## src/rtl/cache_fill_fsm.sv

```systemverilog
// cache_fill_fsm: miss-handling controller for one cache (I or D).
// On a miss it stalls the pipeline, streams BLOCK_WORDS word reads to main
// memory (one per cycle), writes each returned word into the data array, and
// writes the tag together with the final data word.
module cache_fill_fsm #(
  parameter int BLOCK_WORDS = 8,
  parameter int ADDR_W      = 16
) (
  input  logic                           clk,
  input  logic                           rst_n,
  input  logic                           miss_detected,
  input  logic [ADDR_W-1:0]              miss_address,
  output logic                           fsm_busy,
  output logic                           mem_read_en,
  output logic [ADDR_W-1:0]              memory_address,
  input  logic                           memory_data_valid,
  input  logic [15:0]                    memory_data,
  output logic                           write_data_array,
  output logic [$clog2(BLOCK_WORDS)-1:0] cache_word_index,
  output logic [15:0]                    cache_data,
  output logic                           write_tag_array,
  output logic [ADDR_W-1:0]              fill_block_addr
);

  // Word index width, counter width (one extra bit so the counter can reach
  // BLOCK_WORDS), and number of byte-offset bits inside a block.
  localparam int IDX_W = $clog2(BLOCK_WORDS);
  localparam int CNT_W = IDX_W + 1;
  localparam int OFF_W = IDX_W + 1;

  localparam logic [CNT_W-1:0] LAST_WORD = CNT_W'(BLOCK_WORDS - 1);

  typedef enum logic {
    IDLE = 1'b0,
    FILL = 1'b1
  } state_t;

  state_t              state_reg;
  state_t              state_next;
  logic [CNT_W-1:0]    req_count_reg;
  logic [CNT_W-1:0]    req_count_next;
  logic [CNT_W-1:0]    rcv_count_reg;
  logic [CNT_W-1:0]    rcv_count_next;
  logic [ADDR_W-1:0]   fill_block_addr_reg;
  logic [ADDR_W-1:0]   fill_block_addr_next;

  // Derived per-cycle conditions shared by next-state, datapath and outputs.
  logic                in_fill;
  logic                issue_req;
  logic                accept_word;
  logic                last_word;
  logic [ADDR_W-1:0]   miss_block_base;
  logic [ADDR_W-1:0]   req_offset;

  // Block base of the missing access: byte-offset bits cleared.
  assign miss_block_base = {miss_address[ADDR_W-1:OFF_W], {OFF_W{1'b0}}};

  // Byte offset of the current request. The base has its offset bits cleared,
  // so OR-ing the offset in keeps every request inside the block (no carry
  // into the tag bits, e.g. block 0xFFF0 never wraps to 0x0000).
  assign req_offset = {{(ADDR_W - OFF_W){1'b0}}, req_count_reg[IDX_W-1:0], 1'b0};

  // Classify this cycle: request issue, word acceptance, final word.
  always_comb begin
    in_fill     = (state_reg == FILL);
    issue_req   = in_fill && !req_count_reg[IDX_W];
    accept_word = in_fill && memory_data_valid && !rcv_count_reg[IDX_W];
    last_word   = accept_word && (rcv_count_reg == LAST_WORD);
  end

  // State register.
  always_ff @(posedge clk or negedge rst_n) begin
    if (!rst_n) begin
      state_reg <= IDLE;
    end else begin
      state_reg <= state_next;
    end
  end

  // Fill bookkeeping registers: request/receive counters and latched block.
  always_ff @(posedge clk or negedge rst_n) begin
    if (!rst_n) begin
      req_count_reg       <= '0;
      rcv_count_reg       <= '0;
      fill_block_addr_reg <= '0;
    end else begin
      req_count_reg       <= req_count_next;
      rcv_count_reg       <= rcv_count_next;
      fill_block_addr_reg <= fill_block_addr_next;
    end
  end

  // Next-state logic: a miss starts a fill; the final accepted word ends it.
  always_comb begin
    state_next = state_reg;
    case (state_reg)
      IDLE: begin
        if (miss_detected) begin
          state_next = FILL;
        end
      end
      FILL: begin
        if (last_word) begin
          state_next = IDLE;
        end
      end
      default: state_next = IDLE;
    endcase
  end

  // Counter and block-address updates. Misses seen during FILL are ignored
  // because the address is only captured in IDLE.
  always_comb begin
    req_count_next       = req_count_reg;
    rcv_count_next       = rcv_count_reg;
    fill_block_addr_next = fill_block_addr_reg;
    if (!in_fill) begin
      req_count_next = '0;
      rcv_count_next = '0;
      if (miss_detected) begin
        fill_block_addr_next = miss_block_base;
      end
    end else if (last_word) begin
      req_count_next = '0;
      rcv_count_next = '0;
    end else begin
      if (issue_req) begin
        req_count_next = req_count_reg + CNT_W'(1);
      end
      if (accept_word) begin
        rcv_count_next = rcv_count_reg + CNT_W'(1);
      end
    end
  end

  // Output logic. fsm_busy includes the miss cycle itself so the pipeline
  // stalls immediately; it is held low while reset is asserted even if a
  // miss is being reported.
  always_comb begin
    fsm_busy         = rst_n && (in_fill || miss_detected);
    mem_read_en      = issue_req;
    memory_address   = issue_req ? (fill_block_addr_reg | req_offset) : '0;
    write_data_array = accept_word;
    cache_word_index = accept_word ? rcv_count_reg[IDX_W-1:0] : '0;
    write_tag_array  = last_word;
  end

  // Returned words pass straight through to the data array write port.
  assign cache_data      = memory_data;
  assign fill_block_addr = fill_block_addr_reg;

endmodule

```

## config.mk

```make
export PLATFORM = sky130hd
export DESIGN_NAME = cache_fill_fsm
export DESIGN_NICKNAME = d
export VERILOG_FILES = /design/src/rtl/cache_fill_fsm.sv
export SDC_FILE = /design/constraint.sdc
export NUM_CORES = 1
export LEC_CHECK = 0
export CAP_MARGIN = 0
export CORE_MARGIN = 2
export CORE_UTILIZATION = 33
export CTS_BUF_LIST = sky130_fd_sc_hd__clkbuf_8 sky130_fd_sc_hd__clkbuf_16
export CTS_CLUSTER_SIZE = 24
export DETAILED_ROUTE_END_ITERATION = 8
export GPL_ROUTABILITY_DRIVEN = 0
export GPL_TIMING_DRIVEN = 0
export PLACE_DENSITY = 0.87
export SLEW_MARGIN = 20
export SYNTH_ARGS = -nofsm -noshare
export SYNTH_HDL_FRONTEND = slang
export SYNTH_SLANG_ARGS = --single-unit
```

## constraint.sdc

```tcl
create_clock -name clk -period 1.6 [get_ports clk]
set_input_delay 0.24 -clock clk [delete_from_list [all_inputs] [get_ports clk]]
set_output_delay 0.24 -clock clk [all_outputs]
set_load 0.01 [all_outputs]
```

---- Word level (Yosys, flattened, before mapping) ----
Cells that the tools add are included.
word-level totals
  word-level logic and storage cells ...... 31
  flip-flop bits (word level) ............. 21
  input port bits ......................... 36
  output and inout bits ................... 55
operators by class
  reduce and logical (&&, ||, !) cells .... 9
  muxes and demuxes ....................... 11
  bitwise operators ....................... 2
  add/subtract/negate cells ............... 2
  eq/ne operators ......................... 3
operator list
  kind                                                   number
  2-to-1 mux 4 bit                                       6
  2-to-1 mux 16 bit                                      1
  bitwise OR 16 x 4 -> 16 bit                            1
  adder 4 x 1 -> 4 bit, second input constant            2
  inequality test 3 x 2 -> 1 bit, second input constant  2
  logical AND 1 bit                                      5
  == test 4 x 3 -> 1 bit, second input constant          1
  2-to-1 mux 3 bit                                       1
  logical NOT 1 bit                                      2
  2-to-1 mux 1 bit                                       2
  case mux 1 bit (2 select lines)                        1
  AND reduction 2 bit                                    1
  logical OR 1 bit                                       1
  NOT 1 bit                                              1

---- Depth between registers and ports, before layout ----
  word-level depth ........................ 5
  depth in mapped cells ................... 4
  depth with buffers taken out ............ 4

---- Worst setup path before layout ----
OpenSTA, ideal clock, no wires.
  path type ............................... reg-to-output
  from .................................... reg rcv_count_reg[3]
  to ...................................... out write_tag_array
  stages on the path, launching flop included .. 4
  setup slack ............................. 348 ps
  data arrival time ....................... 1012 ps
  required time ........................... 1360 ps
  path buffers ............................ 0
  cell sequence ........................... dfrtp_1 > and2b_1 > and2_1 > and3_1
on the way
  word-level cells in the longest chain between the ends .. 3
RTL lines
  element                 line  RTL
  start, declared         42    logic [CNT_W-1:0] rcv_count_reg;
  start signal, assigned  88    rcv_count_reg <= rcv_count_next;
  logical NOT 1 bit       67    accept_word = in_fill && memory_data_valid && !rcv_count_reg[IDX_W];
  logical AND 1 bit       67
  net write_data_array    18    output logic write_data_array,
  logical AND 1 bit       68    last_word = accept_word && (rcv_count_reg == LAST_WORD);
  end, declared           21    output logic write_tag_array,
The timed path passes the listed nets, and every way through them passes these cells.

---- Worst setup path after layout ----
  from .................................... reg state_reg, in the netlist in_fill
  to ...................................... out write_tag_array
on the way
  word-level cells in the longest chain between the ends .. 3
RTL lines
  element                          line  RTL
  start, declared                  38    state_t state_reg;
  start signal, assigned           76    state_reg <= state_next;
  logical AND 1 bit (2 in series)  67
  logical AND 1 bit                68
Every way passes these cells.

==> impl_results.md <==
* Max Cap Viol at 0
* Cell leakage power at 0.000974 uW
* Post-Place Cells at 225
* Fill cells at 285
* Die W at 63.7 um
* Die area at just over 0.004 mm^2
* Wirelength per Cell at 11.9 um
* Num ports at a little over 90
* Critical Path Sink Type: output pin
* Core area at 0.00339 mm^2
* Final Critical Period at approximately 1.6 ns
* Setup violators final at 0
* FF+latch count, synth at 21
* Seq/Total Area, Yosys at 0.447
* Register-to-register setup slack at 0.08 ns
* Yosys top cell by area: dfrtp_1
* Reg area at between 500 and 600 um^2
* Worst-Margin Slew at between 0.5 and 0.6 ns
* Initial antenna violation count at 0
* Critical-path maximum fanout at 4
* Initial DRC Count at 18
* Power per cell area at roughly 1800 mW/mm^2
* CP Capture Point: write_tag_array
* CP required at 1.36 ns
* R2r worst-path depth at 5
* Final worst-path cycle share at 0.981
* Pre-CTS worst setup slack at -0.821 ns
* Sink Count at 21
* Final Skew at 0.00220 ns
* Gate Count Post-Synth at 110
* Die Y at 63.7 um
* Clk slew on worst S/H paths at about 0.070 ns
* Most frequent cells in the layout: clkdlybuf4s50_1, buf_4, dfrtp_1, buf_6, mux2_2
* Yosys cell types at 23
* Total grt overflow at 0
* HPWL after DPL at 2010 um
* RR Endpoint: fill_block_addr[8]
* Final hold slack at 0.0506 ns
* Hold Crit Class: input port to asynchronous set/reset pin
* Worst-skew pair later-pin latency at 0.25 ns
* CP startpoint kind: flip-flop
* Share of layout cells above drive strength 1 at 0.421
* Max-slew headroom at 0.628
* Pin count of the biggest net entering global routing at 23
* Layout area overhead at 73.1%
* Remaining DRCs at 0
* Yosys top cell area share at 0.447
* Worst EP arrival at approximately 1.3 ns
* Drt total wl at around 2800 um
* Floorplan row count at 21
* Post-CTS Hold Fix Bufs at 0
* Vias in the first global route at roughly 940
* Achievable frequency at 0.637 GHz
* Via count at 1010
* RSZ-0062 raised after global routing: true
* VDD IR max at between 1000 and 1500 uV
* H-tree depth at 1
* TNS Setup at 0 ns
* Avg Vias per Cell at 4.28
* Non-filler cells, final at 236
* Max reg flops at 12
* Initial Utilization at 0.347
* PortBufs at 65
* CTS Root Cell: clkbuf_8
* CTS tree: yes
* Multi-input logic area at 532 um^2
* Power, Total at 3570 uW
* Outcome: complete, no violations
* CTS max path bufs at 2
* Final WS setup at 0.0309 ns
* CP Launch Point: in_fill
* FF-to-FF Start: in_fill
* Num CTS Buffers at 3
* First-pass GRT wire length at 4190 um
* Yosys warns at 0
* Total global-route track usage at 0.129
* Most common cell after layout, fill and taps aside: clkdlybuf4s50_1
* Mean post-synth cell area at between 10 and 15 um^2
* Synth area leaders: dfrtp_1, buf_4, mux2_2
* # nets final at 229
* Antenna diode count at 0
* Mapped Area at between 0.001 and 0.0015 mm^2
* Max Transition Viols Final at 0
* Antenna-violating nets left at 0
* Final Hold Fails at 0
* DRT Pass-1 Iters at 4
* WS Path Type: flip-flop to output pin
cell usage after synthesis:
master,count
a31oi_1,1
and2_1,17
and2b_1,1
and3_1,4
buf_4,24
clkbuf_1,1
conb_1,1
dfrtp_1,21
ha_1,2
mux2_2,12
mux2i_1,1
nand2_1,3
nand2b_1,2
nand3_1,3
nand3b_1,1
nand4_1,1
nand4b_1,1
nor2_1,5
nor2b_1,2
nor2b_2,1
o21a_1,2
o21ai_0,1
xnor2_1,3
logic make-up (layout without fill, tap and decap cells):
kind of cell | count (synthesis) | after routing | share of synthesized area
buf+inv | 25 | 100 | 0.156
simple gates | 41 | 42 | 0.204
mux | 13 | 13 | 0.123
fa+ha+maj | 2 | 2 | 0.0213
compound gates | 4 | 4 | 0.0223
other cells | 1 | 5 | 0.00319
flops | 21 | 21 | 0.447
xor+xnor | 3 | 3 | 0.0223
per-layer routing:
metal | GRT usage | part of all wire
met5 | 0 | 0
met4 | 0.0326 | 0.010
met3 | 0.0464 | 0.087
met2 | 0.216 | 0.50
met1 | 0.157 | 0.40
final cells by class:
| class | count | share of cell area |
|---|---|---|
| timing repair buffer | 72 | 0.334 |
| multi-input combinational | 69 | 0.261 |
| sequential | 21 | 0.259 |
| buffer | 24 | 0.0953 |
| tap | 46 | 0.0283 |
| clock buffer | 3 | 0.0203 |
| clock inverter | 1 | 0.00184 |
critical path, cell delays in order, from the launching register on:
cell     delay, ns
dfrtp_1       0.43
buf_6         0.14
buf_6         0.10
and2_4        0.13
and3_4        0.17
buf_6         0.11
power breakdown:
group	internal [uW]	switching (uW)	total (uW)
Combinational	1370	829	2200
Clock	171	165	335
Sequential	796	233	1030
metrics by stage:
| step | util | cell area [um^2] |
|---|---|---|
| 3_3_place_gp | 0.560 | 1900 |
| 3_5_place_dp | 0.560 | 1900 |
| 5_1_grt | 0.601 | 2040 |
| 6_report | 0.601 | 2040 |
| 2_1_floorplan | - | 1190 |
| 4_1_cts | 0.577 | 1960 |
what timing repair did:
action,CTS,global route
setup buffers,6,0
pin swaps,2,3
hold endpoints to repair,0,0
setup endpoints to repair,22,30
gates resized for setup,75,35
gates cloned,0,2
worst min-delay path by stage:
| stage | startpoint | endpoint | slack, ns | cells past startpoint |
|---|---|---|---|---|
| 2_1_floorplan | rst_n | fill_block_addr[10] | -0.06 | 0 |
| 3_3_place_gp | rcv_count_reg[3] | rcv_count_reg[3] | 0.50 | 1 |
| 3_5_place_dp | fill_block_addr[4] | fill_block_addr[4] | 0.51 | 1 |
| 4_1_cts | rst_n | rcv_count_reg[1] | 0.07 | 1 |
| 5_1_grt | rst_n | req_count_reg[0] | 0.09 | 1 |
| 6_report | rst_n | rcv_count_reg[1] | 0.05 | 1 |
(Power assumes the default switching activity.)
